`config.mk`:
```
export PLATFORM = sky130hd
export DESIGN_NAME = led_display_pattern_gen
export DESIGN_NICKNAME = d
export VERILOG_FILES = /design/src/rtl/led_display_package.sv /design/src/rtl/led_display_pattern_gen.sv
export SDC_FILE = /design/constraint.sdc
export NUM_CORES = 1
export LEC_CHECK = 0
export CORE_AREA = 2 2 153 155
export DETAILED_ROUTE_END_ITERATION = 10
export DIE_AREA = 0 0 155 157
export GPL_ROUTABILITY_DRIVEN = 0
export PLACE_DENSITY = 0.89
export SYNTH_ARGS = -nofsm -noshare
export SYNTH_HDL_FRONTEND = slang
export SYNTH_SLANG_ARGS = --single-unit
export TNS_END_PERCENT = 10
```
`constraint.sdc`:
```
create_clock -name clk_in -period 4.83 [get_ports clk_in]
set_clock_uncertainty 0.15 [all_clocks]
set_input_delay 0.7245 -clock clk_in [delete_from_list [all_inputs] [get_ports clk_in]]
set_output_delay 0.7245 -clock clk_in [all_outputs]
set_load 0.005 [all_outputs]
```
`src/rtl/led_display_package.sv`:
```
// Shared geometry and row type for the 64x32 LED matrix display path.
package led_display_package;

  localparam int GL_NUM_COL_PIXELS = 64;
  localparam int GL_RGB_ROW_W      = 6 * GL_NUM_COL_PIXELS;

  // One row-pair beat: {top, bot}, each half {red, green, blue}, column 0 at bit 0.
  typedef logic [GL_RGB_ROW_W-1:0] rgb_row_t;

endpackage

```
`src/rtl/led_display_pattern_gen.sv`:
```
// Test-pattern source for the LED matrix display driver.
// Emits one registered row-pair beat per request. The pattern is chosen by mode_in:
// off, solid colours, two-colour mixes, or a single lit column that steps across
// the panel on a slow timer.
module led_display_pattern_gen
  import led_display_package::*;
#(
  parameter int SYS_CLK_FREQ = 100_000_000,
  parameter bit SIMULATION   = 1'b0
) (
  input  logic                    clk_in,
  input  logic                    reset_in,
  input  logic [3:0]              mode_in,
  output logic [GL_RGB_ROW_W-1:0] row_out,
  output logic                    row_valid_out,
  input  logic                    row_ready_in,
  output logic [3:0]              row_address_out
);

  localparam logic [3:0] MODE_OFF         = 4'd0;
  localparam logic [3:0] MODE_SOLID_RED   = 4'd1;
  localparam logic [3:0] MODE_SOLID_GREEN = 4'd2;
  localparam logic [3:0] MODE_SOLID_BLUE  = 4'd3;
  localparam logic [3:0] MODE_MIX_RG      = 4'd4;
  localparam logic [3:0] MODE_MIX_GB      = 4'd5;
  localparam logic [3:0] MODE_MIX_RB      = 4'd6;
  localparam logic [3:0] MODE_SCAN        = 4'd8;

  // Scan step period: 100 ms of real time, or a short 64-cycle step in simulation.
  localparam int STEP    = SIMULATION ? 64 : SYS_CLK_FREQ / 10;
  localparam int TIMER_W = $clog2(STEP);
  localparam int COL_W   = $clog2(GL_NUM_COL_PIXELS);

  localparam logic [TIMER_W-1:0]           TIMER_LAST = TIMER_W'(STEP - 1);
  localparam logic [GL_NUM_COL_PIXELS-1:0] ALL_ONES   = '1;
  localparam logic [GL_NUM_COL_PIXELS-1:0] COL0_ONLY  = GL_NUM_COL_PIXELS'(1);

  logic [3:0]                   mode_q;
  logic                         mode_change;
  logic                         scan_entry;
  logic [TIMER_W-1:0]           timer_q;
  logic [TIMER_W-1:0]           timer_next;
  logic [COL_W-1:0]             scan_col;
  logic [COL_W-1:0]             scan_col_next;
  logic [GL_NUM_COL_PIXELS-1:0] red_plane;
  logic [GL_NUM_COL_PIXELS-1:0] green_plane;
  logic [GL_NUM_COL_PIXELS-1:0] blue_plane;
  logic [GL_RGB_ROW_W-1:0]      row_next;

  // Detect mode changes and advance the scan timer/column; entering SCAN restarts both at 0.
  always_comb begin
    mode_change   = (mode_in != mode_q);
    scan_entry    = mode_change && (mode_in == MODE_SCAN);
    timer_next    = timer_q + TIMER_W'(1);
    scan_col_next = scan_col;
    if (scan_entry) begin
      timer_next    = '0;
      scan_col_next = '0;
    end else if (timer_q == TIMER_LAST) begin
      timer_next    = '0;
      scan_col_next = scan_col + COL_W'(1);
    end
  end

  // Build the colour planes for the incoming mode; the scan column used is the one in
  // effect after this edge, so a freshly entered SCAN shows column 0 straight away.
  always_comb begin
    red_plane   = '0;
    green_plane = '0;
    blue_plane  = '0;
    case (mode_in)
      MODE_OFF: ;
      MODE_SOLID_RED:   red_plane = ALL_ONES;
      MODE_SOLID_GREEN: green_plane = ALL_ONES;
      MODE_SOLID_BLUE:  blue_plane = ALL_ONES;
      MODE_MIX_RG: begin
        red_plane   = ALL_ONES;
        green_plane = ALL_ONES;
      end
      MODE_MIX_GB: begin
        green_plane = ALL_ONES;
        blue_plane  = ALL_ONES;
      end
      MODE_MIX_RB: begin
        red_plane  = ALL_ONES;
        blue_plane = ALL_ONES;
      end
      MODE_SCAN: begin
        red_plane   = COL0_ONLY << scan_col_next;
        green_plane = COL0_ONLY << scan_col_next;
        blue_plane  = COL0_ONLY << scan_col_next;
      end
      default: ;
    endcase
    row_next = {red_plane, green_plane, blue_plane, red_plane, green_plane, blue_plane};
  end

  // Mode register and scan timer/column state.
  always_ff @(posedge clk_in) begin
    if (reset_in) begin
      mode_q   <= MODE_OFF;
      timer_q  <= '0;
      scan_col <= '0;
    end else begin
      mode_q   <= mode_in;
      timer_q  <= timer_next;
      scan_col <= scan_col_next;
    end
  end

  // Output beat: valid follows ready by one cycle, data is refreshed every edge.
  always_ff @(posedge clk_in) begin
    if (reset_in) begin
      row_out       <= '0;
      row_valid_out <= 1'b0;
    end else begin
      row_out       <= row_next;
      row_valid_out <= row_ready_in;
    end
  end

  // Row-pair address: restarts at 0 on any mode change, otherwise steps after each valid beat.
  always_ff @(posedge clk_in) begin
    if (reset_in) begin
      row_address_out <= '0;
    end else if (mode_change) begin
      row_address_out <= '0;
    end else if (row_valid_out) begin
      row_address_out <= row_address_out + 4'd1;
    end
  end

endmodule

```
== Word-level counts from Yosys, hierarchy flattened ==
Cells that the tools add are included.

* Memories kept: 0
* Bits in latches: 0
* Output and inout port bits: 389
* Register bits after elaboration: 423
* Bits in writable memories: 0
* Bits in read-only memories: 0

* Bitwise operators: 0
* Multiply operators: 0
* Muxes and demuxes: 5
* Divide/modulo/power cells: 0
* Shift-type cells: 1
* Eq/ne operators: 9
* Order comparisons: 0
* Reduce and logical (&&, ||, !) cells: 6
* Add/subtract/negate cells: 3

{| class="wikitable"
|+ Operator list
! operator !! number
|-
| $pmux W64 S2 || 3
|-
| $shl A1 B6 Y64 const A || 1
|-
| $add A24 B1 Y24 const B || 1
|-
| $eq A24 B24 Y1 const B || 1
|-
| $eq A4 B3 Y1 const B || 3
|-
| $mux W6 || 2
|-
| $reduce_or A3 Y1 || 4
|-
| $eq A4 B2 Y1 const B || 2
|-
| $add A6 B1 Y6 const B || 1
|-
| $add A4 B1 Y4 const B || 1
|-
| $eq A4 B1 Y1 const B || 1
|-
| $eq A4 B4 Y1 const B || 1
|-
| $ne A4 B4 Y1 || 1
|-
| $reduce_or A2 Y1 || 1
|-
| $logic_and A1 B1 Y1 || 1
|}

== Longest topological paths before layout ==
Gate-level depths: netlist of run 1.

* Word-level depth: 5
* Gate-level depth with buffers: 9

== Worst setup path after synthesis of run 1 ==
Ideal clock, no wire load.

* Kind: input -> register
* Start point: in mode_in[2]
* End point: reg row_out[366]
* Setup time: 0.083 ns
* Buffers on the path: 3
* Stages on the path: 9
* Arrival time: 2.627 ns
* Path slack: 1.970 ns
* Data required time: 4.597 ns
* Cells stage by stage: clkbuf_1 xor2_1 nor4_2 nand2_1 and3b_1 clkbuf_1 nand2_4 buf_6 o31ai_4

* Longest elaborated chain between the ends: 5

{| class="wikitable"
|+ Ends and longest elaborated chain
! what !! line !! RTL
|-
| start: declaration || led_display_pattern_gen.sv:13 || <nowiki>input logic [3:0] mode_in,</nowiki>
|-
| $ne A4 B4 Y1 or $eq A4 B4 Y1 (tied branches) || led_display_pattern_gen.sv:52, led_display_pattern_gen.sv:53, led_display_pattern_gen.sv:71 ||
|-
| $logic_and A1 B1 Y1 || led_display_pattern_gen.sv:53 || <nowiki>scan_entry = mode_change && (mode_in == MODE_SCAN);</nowiki>
|-
| $mux W6 || led_display_pattern_gen.sv:56 || <nowiki>if (scan_entry) begin</nowiki>
|-
| $shl A1 B6 Y64 || led_display_pattern_gen.sv:89 || <nowiki>red_plane = COL0_ONLY << scan_col_next;</nowiki>
|-
| $pmux W64 S2 * || led_display_pattern_gen.sv:71 || <nowiki>case (mode_in)</nowiki>
|-
| end signal: assignment || led_display_pattern_gen.sv:117 || <nowiki>row_out <= row_next;</nowiki>
|-
| end: declaration || led_display_pattern_gen.sv:14 || <nowiki>output logic [GL_RGB_ROW_W-1:0] row_out,</nowiki>
|}

Every way passes the cells marked *; elsewhere a longest branch is shown, timed or not.
A chain may end at the register's enable or synchronous reset.

== Worst setup path in the final report of run 1 ==
* Start point: in mode_in[2]
* End point: reg row_out[371]

Same word-level chain as after synthesis.

==> results of run 1 <==
area by class of cell:
cell class,instances,area (µm²)
clock buffer,36,707
clock inverter,8,92.6
fill,1900,9870
inverter,11,41.3
multi-input combinational,481,2810
sequential,231,4620
tap,285,357
timing repair buffer,401,4000
per-stage QoR:
stage	area (µm²)	setup slack, ns	util, %
after floorplan	9160	1.97	-
after global placement	11800	0.756	52.6
after detailed placement	11800	0.615	52.6
after CTS	12600	1.14	56.1
after global routing	12600	0.851	56.1
final	12600	1.08	56.1
layer usage:
metal  global-route usage, %  share of wire [%]  up-vias
li1                        -                  -     3439
met1                    29.8                 40     3642
met2                    42.8                 51      381
met3                    3.94                6.7       56
met4                    7.36                2.8        0
met5                       0                  0        -
critical path, cell delays in order:
cell             delay, ns
clkdlybuf4s50_1       0.67
xor2_1                0.14
nor4_2                0.59
nor2_2                0.22
a21oi_1               1.11
nand4b_1              0.33
a21oi_1               0.25
cell families (layout without fill, tap and decap cells):
kind of cell | Yosys count | in the layout | share of synthesized area, %
DFF | 231 | 231 | 50.5
adders and majority gates | 3 | 3 | 0.410
and+or+nand+nor | 235 | 235 | 13.7
muxes | 5 | 5 | 0.820
AOI/OAI and AO/OA | 206 | 206 | 12.7
buffers and inverters | 255 | 456 | 18.9
xor gates and xnor gates | 32 | 32 | 3.06
power by group through the flow:
stage | logic (µW) | registers (µW) | clock network (µW)
3_3_place_gp | 397 | 2080 | 0
2_1_floorplan | 172 | 2070 | 0
3_5_place_dp | 404 | 2080 | 0
5_1_grt | 425 | 2040 | 1960
4_1_cts | 405 | 2040 | 1870
6_report | 401 | 2040 | 1850
flip-flops by register name (all words and copies together) (netlist names):
register         cells
row_valid_out        1
scan_col             6
row_address_out      4
timer_q             24
row_out            192
mode_q               4
path summary, 6_finish.rpt:
check / startpoint / end / slack, ns / cells after the start
worst min register to register: timer_q[0] / timer_q[0] / 0.30 / 1
worst max-delay path: mode_in[2] / row_out[371] / 1.08 / 7
worst min-delay path: timer_q[0] / timer_q[0] / 0.30 / 1
worst max register to register: timer_q[0] / row_out[371] / 1.19 / 7
placed cells by master (no fill, tap or decap), types with 6 or more instances in the layout:
master           count
o21ai_1             44
or3_1                6
o31ai_1             13
inv_1               11
xor2_1              13
buf_4                6
a21oi_1             30
nor3_1               6
clkdlybuf4s50_1    395
o21ai_0             93
nand4_1             16
dfxtp_1            231
nor2_1              47
xnor2_1             19
clkbuf_16           25
nor2b_1              6
clkbuf_1             7
nand2_1             79
nand3_1             19
==> out/qor.yml, run 1 <==
floorplanning:
  chipWidth_um: 155
  core_area_um2: 22500
  die_area_um2: 24300
  die_h_um: 157
  start_util_pct: 40.7
  rows: 55
  pin_count: 396
layout:
  drive_gt1_share_pct: 6.68
  n_antenna_cell: 0
  syn_to_final_growth_pct: 38.0
  instances_no_fill: 1453
  final_nets: 1160
flow_run:
  maxCapViolCount: 0
timing:
  hold_violations: 0
  max_slew.worst_pin.slew_ns: 1.40
  setup_viol: 0
  slew_violations: 0
  finalSetupTns_ns: 0
  relSlewSlack_pct: 6.39
  rsz0062_at_grt: "no"
  finalCritPeriodShare_pct: 77.6
  worst_hold_slack_ns: 0.303
  fmax_mhz: 267
  layout_min_cycle_time_ns: 3.75
synth:
  synth_edf_count: 0
  synth_nets: 977
  synth_area_leader_cell: "dfxtp_1"
  ys_top_cells_by_count: "dfxtp_1, buf_4, o21ai_0"
  ys_seq_area_share_pct: 50.5
  synth-warning-count: 0
  async_flop_share_pct: 0
  synthCells: 967
  syn_area_um2: 9160
  ys_types: 61
  ys_ff_latch: 231
  synthMostInstantiatedCell: "dfxtp_1"
  yosys-top-cells-area: "dfxtp_1, buf_4, o21ai_0"
  synth_top_area_share_pct: 50.5
  syn_area_per_cell_um2: 9.47
  synth_ff_type: "dfxtp_1"
routing:
  vias: 7518
  via_per_inst: 5.17
  drc: 0
  drt_wl_total_mm: 31.2
  firstDrtPassIters: 5
  wl_per_cell_um: 21.5
  drtAntennaViolNets: 0
  drt_iter0_drc: 579
critical_path:
  endpoint_kind: "flop"
  worstSetupPathType: "in2reg"
  critPathMaxFanout: 12
  start_kind: "input pin"
  arrival_ns: 4.03
  cp.required_ns: 5.11
placement:
  dp.final_hpwl_mm: 23.0
  portBuffers: 395
  placed_cells: 1409
power:
  switching_share_pct: 21.8
  power_frac_seq_pct: 47.5
  total_power_uw: 4290
  clkPwrFrac_pct: 43.1
  max-vdd-ir-drop_mv: 0.177
  p_per_area_nw_per_um2: 340
  power.leakage_uw: 0.00468
  intPower_uw: 3350
  p_switching_uw: 936
  pwr-share-comb_pct: 9.4
grt:
  antenna_found_initial: 0
  grt_pass1_wl_mm: 44.8
  grt_usage_pct: 24.0
  grt_max_degree: 59
  first_global_vias: 7183
  grt_overflow: 0
clock_tree:
  clkTransAtPathRegs_ns: 0.06
  clkSinkCount: 231
  cts.path.max_buffers: 3
  clock-root-buffer: "clkbuf_16"
  post_cts_buffers: 0
  postCtsHoldBufs: 0
  cts_tree: "built"
  ctsResizeCount: 0
  clk_latency_ns: 0.51
  h-tree-depth: 1
  cts_made_buffers: 24
min_path:
  min-delay-path-class: "reg2reg"
status:
  status: "finished clean"
(Power assumes the default switching activity.)
==> run 2, diff against run 1 <==
--- a/config.mk
+++ b/config.mk
@@ -5,11 +5,10 @@
 export SDC_FILE = /design/constraint.sdc
 export NUM_CORES = 1
 export LEC_CHECK = 0
-export CORE_AREA = 2 2 153 155
+export CORE_UTILIZATION = 38
 export DETAILED_ROUTE_END_ITERATION = 10
-export DIE_AREA = 0 0 155 157
 export GPL_ROUTABILITY_DRIVEN = 0
-export PLACE_DENSITY = 0.89
+export PLACE_DENSITY = 0.88
 export SYNTH_ARGS = -nofsm -noshare
 export SYNTH_HDL_FRONTEND = slang
 export SYNTH_SLANG_ARGS = --single-unit
==> constraint.sdc (replaced) <==
create_clock -name clk_in -period 3 [get_ports clk_in]
set_clock_uncertainty 0.15 [all_clocks]
set_input_delay 0.45 -clock clk_in [delete_from_list [all_inputs] [get_ports clk_in]]
set_output_delay 0.45 -clock clk_in [all_outputs]
set_load 0.005 [all_outputs]
==> run 2 against run 1 <==
Against the previous run: sequential power rose by 61%; count of clock-buffer cells in the layout fell by 3; final area rose by 4.6%; cell count rose by 5.6%; register-to-register slack got worse by 1.1 ns; setup slack got worse by 0.99 ns; sequential cell count did not move.
==> out/qor.yml, run 2 (same netlist as run 1, synthesis figures left out) <==
status:
  status: "finished clean"
grt:
  grt_usage_pct: 23.8  # -0.21 points
  grt_pass1_wl_mm: 44.3  # -1.2%
  grt_max_degree: 59  # unchanged
  antenna_found_initial: 0  # unchanged
  grt_overflow: 0  # unchanged
  first_global_vias: 7259  # +1.1%
floorplanning:
  die_area_um2: 24700  # +1.6%
  core_area_um2: 23500  # +4.6%
  pin_count: 396  # unchanged
  die_h_um: 157  # +0.14%
  start_util_pct: 38.9  # -1.8 points
  rows: 56  # +1.8%
  chipWidth_um: 157  # +1.4%
timing:
  finalCritPeriodShare_pct: 96.9
  setup_viol: 0  # unchanged
  relSlewSlack_pct: 52.3  # +46 points
  fmax_mhz: 344
  layout_min_cycle_time_ns: 2.91
  rsz0062_at_grt: "no"
  max_slew.worst_pin.slew_ns: 0.713  # -0.692 ns
  worst_hold_slack_ns: 0.300  # -0.00271 ns
  hold_violations: 0  # unchanged
  slew_violations: 0  # unchanged
critical_path:
  endpoint_kind: "flop"
  start_kind: "flop"
  path_delay_family: "simple AND/OR/NAND/NOR gates"
  rr_startpoint: "timer_q[0]"
  r2r-end: "row_out[318]"
  arrival_ns: 3.11  # -0.92 ns
  crit_path_cell_trace: "ha_1 > buf_4 > nand4_1 > nor4_2 > buf_4 > nand3_1 > o21ai_4 > nor2_2 > buf_12 > o31ai_1"
  cp_slowest_cell: "o31ai_1"
  path_buf_inv: 3  # +2
  path_common_cell: "buf_4"
  max_stage_delay_ns: 0.42  # -0.69 ns
  worstSetupPathType: "reg2reg"
  cp.required_ns: 3.20  # -1.91 ns
  ff2ff_setup_slack_ns: 0.09  # -1.10 ns
  ff2ff_path_depth: 10  # +3
  critPathMaxFanout: 10  # -2
layout:
  design_area_um2: 13200  # +4.6%
  syn_to_final_growth_pct: 44.3
  n_antenna_cell: 0  # unchanged
  largest_register: "row_out"
  final_common_cell: "clkdlybuf4s50_1"
  fillers: 1996  # +5.1%
  final_cell_mix: "clkdlybuf4s50_1, dfxtp_1, o21ai_0"
  final_nets: 1210  # +4.3%
  drive_gt1_share_pct: 11.0  # +4.3 points
  reg.largest.list: "row_out: 192 flops, timer_q: 24 flops, scan_col: 6 flops"
  largest_reg_flops: 192  # unchanged
min_path:
  hold_start: "timer_q[0]"
  min_to: "timer_q[0]"
  min-delay-path-class: "reg2reg"
  hold_depth: 1  # unchanged
routing:
  via_per_inst: 5.01  # -3.1%
  drt_iter0_drc: 550  # -5.0%
  drc: 0  # unchanged
  drtAntennaViolNets: 0  # unchanged
  vias: 7698  # +2.4%
  firstDrtPassIters: 5  # unchanged
  wl_per_cell_um: 20.4  # -5.2%
  drt_wl_total_mm: 31.2  # +0.11%
clock_tree:
  clkTransAtPathRegs_ns: 0.06  # about the same
  cts_made_buffers: 25  # +4.2%
  clk_latency_ns: 0.52  # about the same
  h-tree-depth: 1  # unchanged
  clock-root-buffer: "clkbuf_16"
  clkSinkCount: 231  # unchanged
  cts.path.max_buffers: 3  # unchanged
  cts_tree: "built"
power:
  max-vdd-ir-drop_mv: 0.301  # +70%
  power.leakage_uw: 0.00498  # +6.6%
  p_per_area_nw_per_um2: 533  # +57%
placement:
  dp.final_hpwl_mm: 23.3  # +1.0%
  place_area_um2: 12300  # +4.0%
  portBuffers: 395  # unchanged
flow_run:
  maxCapViolCount: 0  # unchanged
## run 2: how the worst max path moves through the flow
stage,cells past startpoint,start,endpoint,slack [ns]
after floorplan,9,mode_in[2],row_out[366],0.41
after global placement,8,mode_in[3],row_out[351],-0.34
after detailed placement,8,mode_in[3],row_out[339],-0.35
after CTS,8,timer_q[11],row_out[285],0.04
after global routing,8,timer_q[0],row_out[223],0.008
final,10,timer_q[0],row_out[318],0.09
## run 2: through the flow
step	worst slack (ns)	instances	setup TNS [ns]	utilization, %	total power, µW
after detailed placement	-0.354	1490	-9.31	52.3	4000
after CTS	0.0430	1533	0	55.8	7080
after global routing	0.00788	1535	0	56.1	7260
final	0.0928	1535	0	56.1	7050
after global placement	-0.340	1490	-8.92	52.3	3990
after floorplan	0.414	967	0	-	3600
## run 2: power by group
| part | switching (µW) | leakage [µW] | internal (µW) |
|---|---|---|---|
| clock | 1230 | 0.000412 | 1880 |
| sequential | 91.1 | 0.00189 | 3190 |
| combinational | 237 | 0.00268 | 418 |
| total | 1560 | 0.00498 | 5490 |
## run 2: area by class of cell
cell class              count  area, µm²  area share (%)
flip-flops and latches    231       4620            35.0
repair buffers            450       4450            33.7
inverters                  11       41.3           0.313
clock inverters            10        133            1.00
clock buffers              33        696            5.27
multi-input cells         481       2860            21.7
well taps                 319        399            3.02
## run 2: layer usage
layer	track usage (%)	up-vias	part of all wire, %
li1	-	3543	-
met5	0	-	0
met2	41.4	368	50
met3	4.07	69	6.8
met1	28.8	3718	40
met4	10.1	0	3.9
## run 2: worst register-to-register path: stages (launching register included)
cell	delay (ns)
dfxtp_1	0.35
ha_1	0.18
buf_4	0.13
nand4_1	0.16
nor4_2	0.27
buf_4	0.20
nand3_1	0.25
o21ai_4	0.34
nor2_2	0.14
buf_12	0.17
o31ai_1	0.42
## run 2: timing repair
item / CTS / global route
buffers inserted: 0 / 2
pin swaps: 0 / 2
hold buffers: 0 / 0
setup endpoints to repair: 42 / 55
resized for setup: 3 / 6
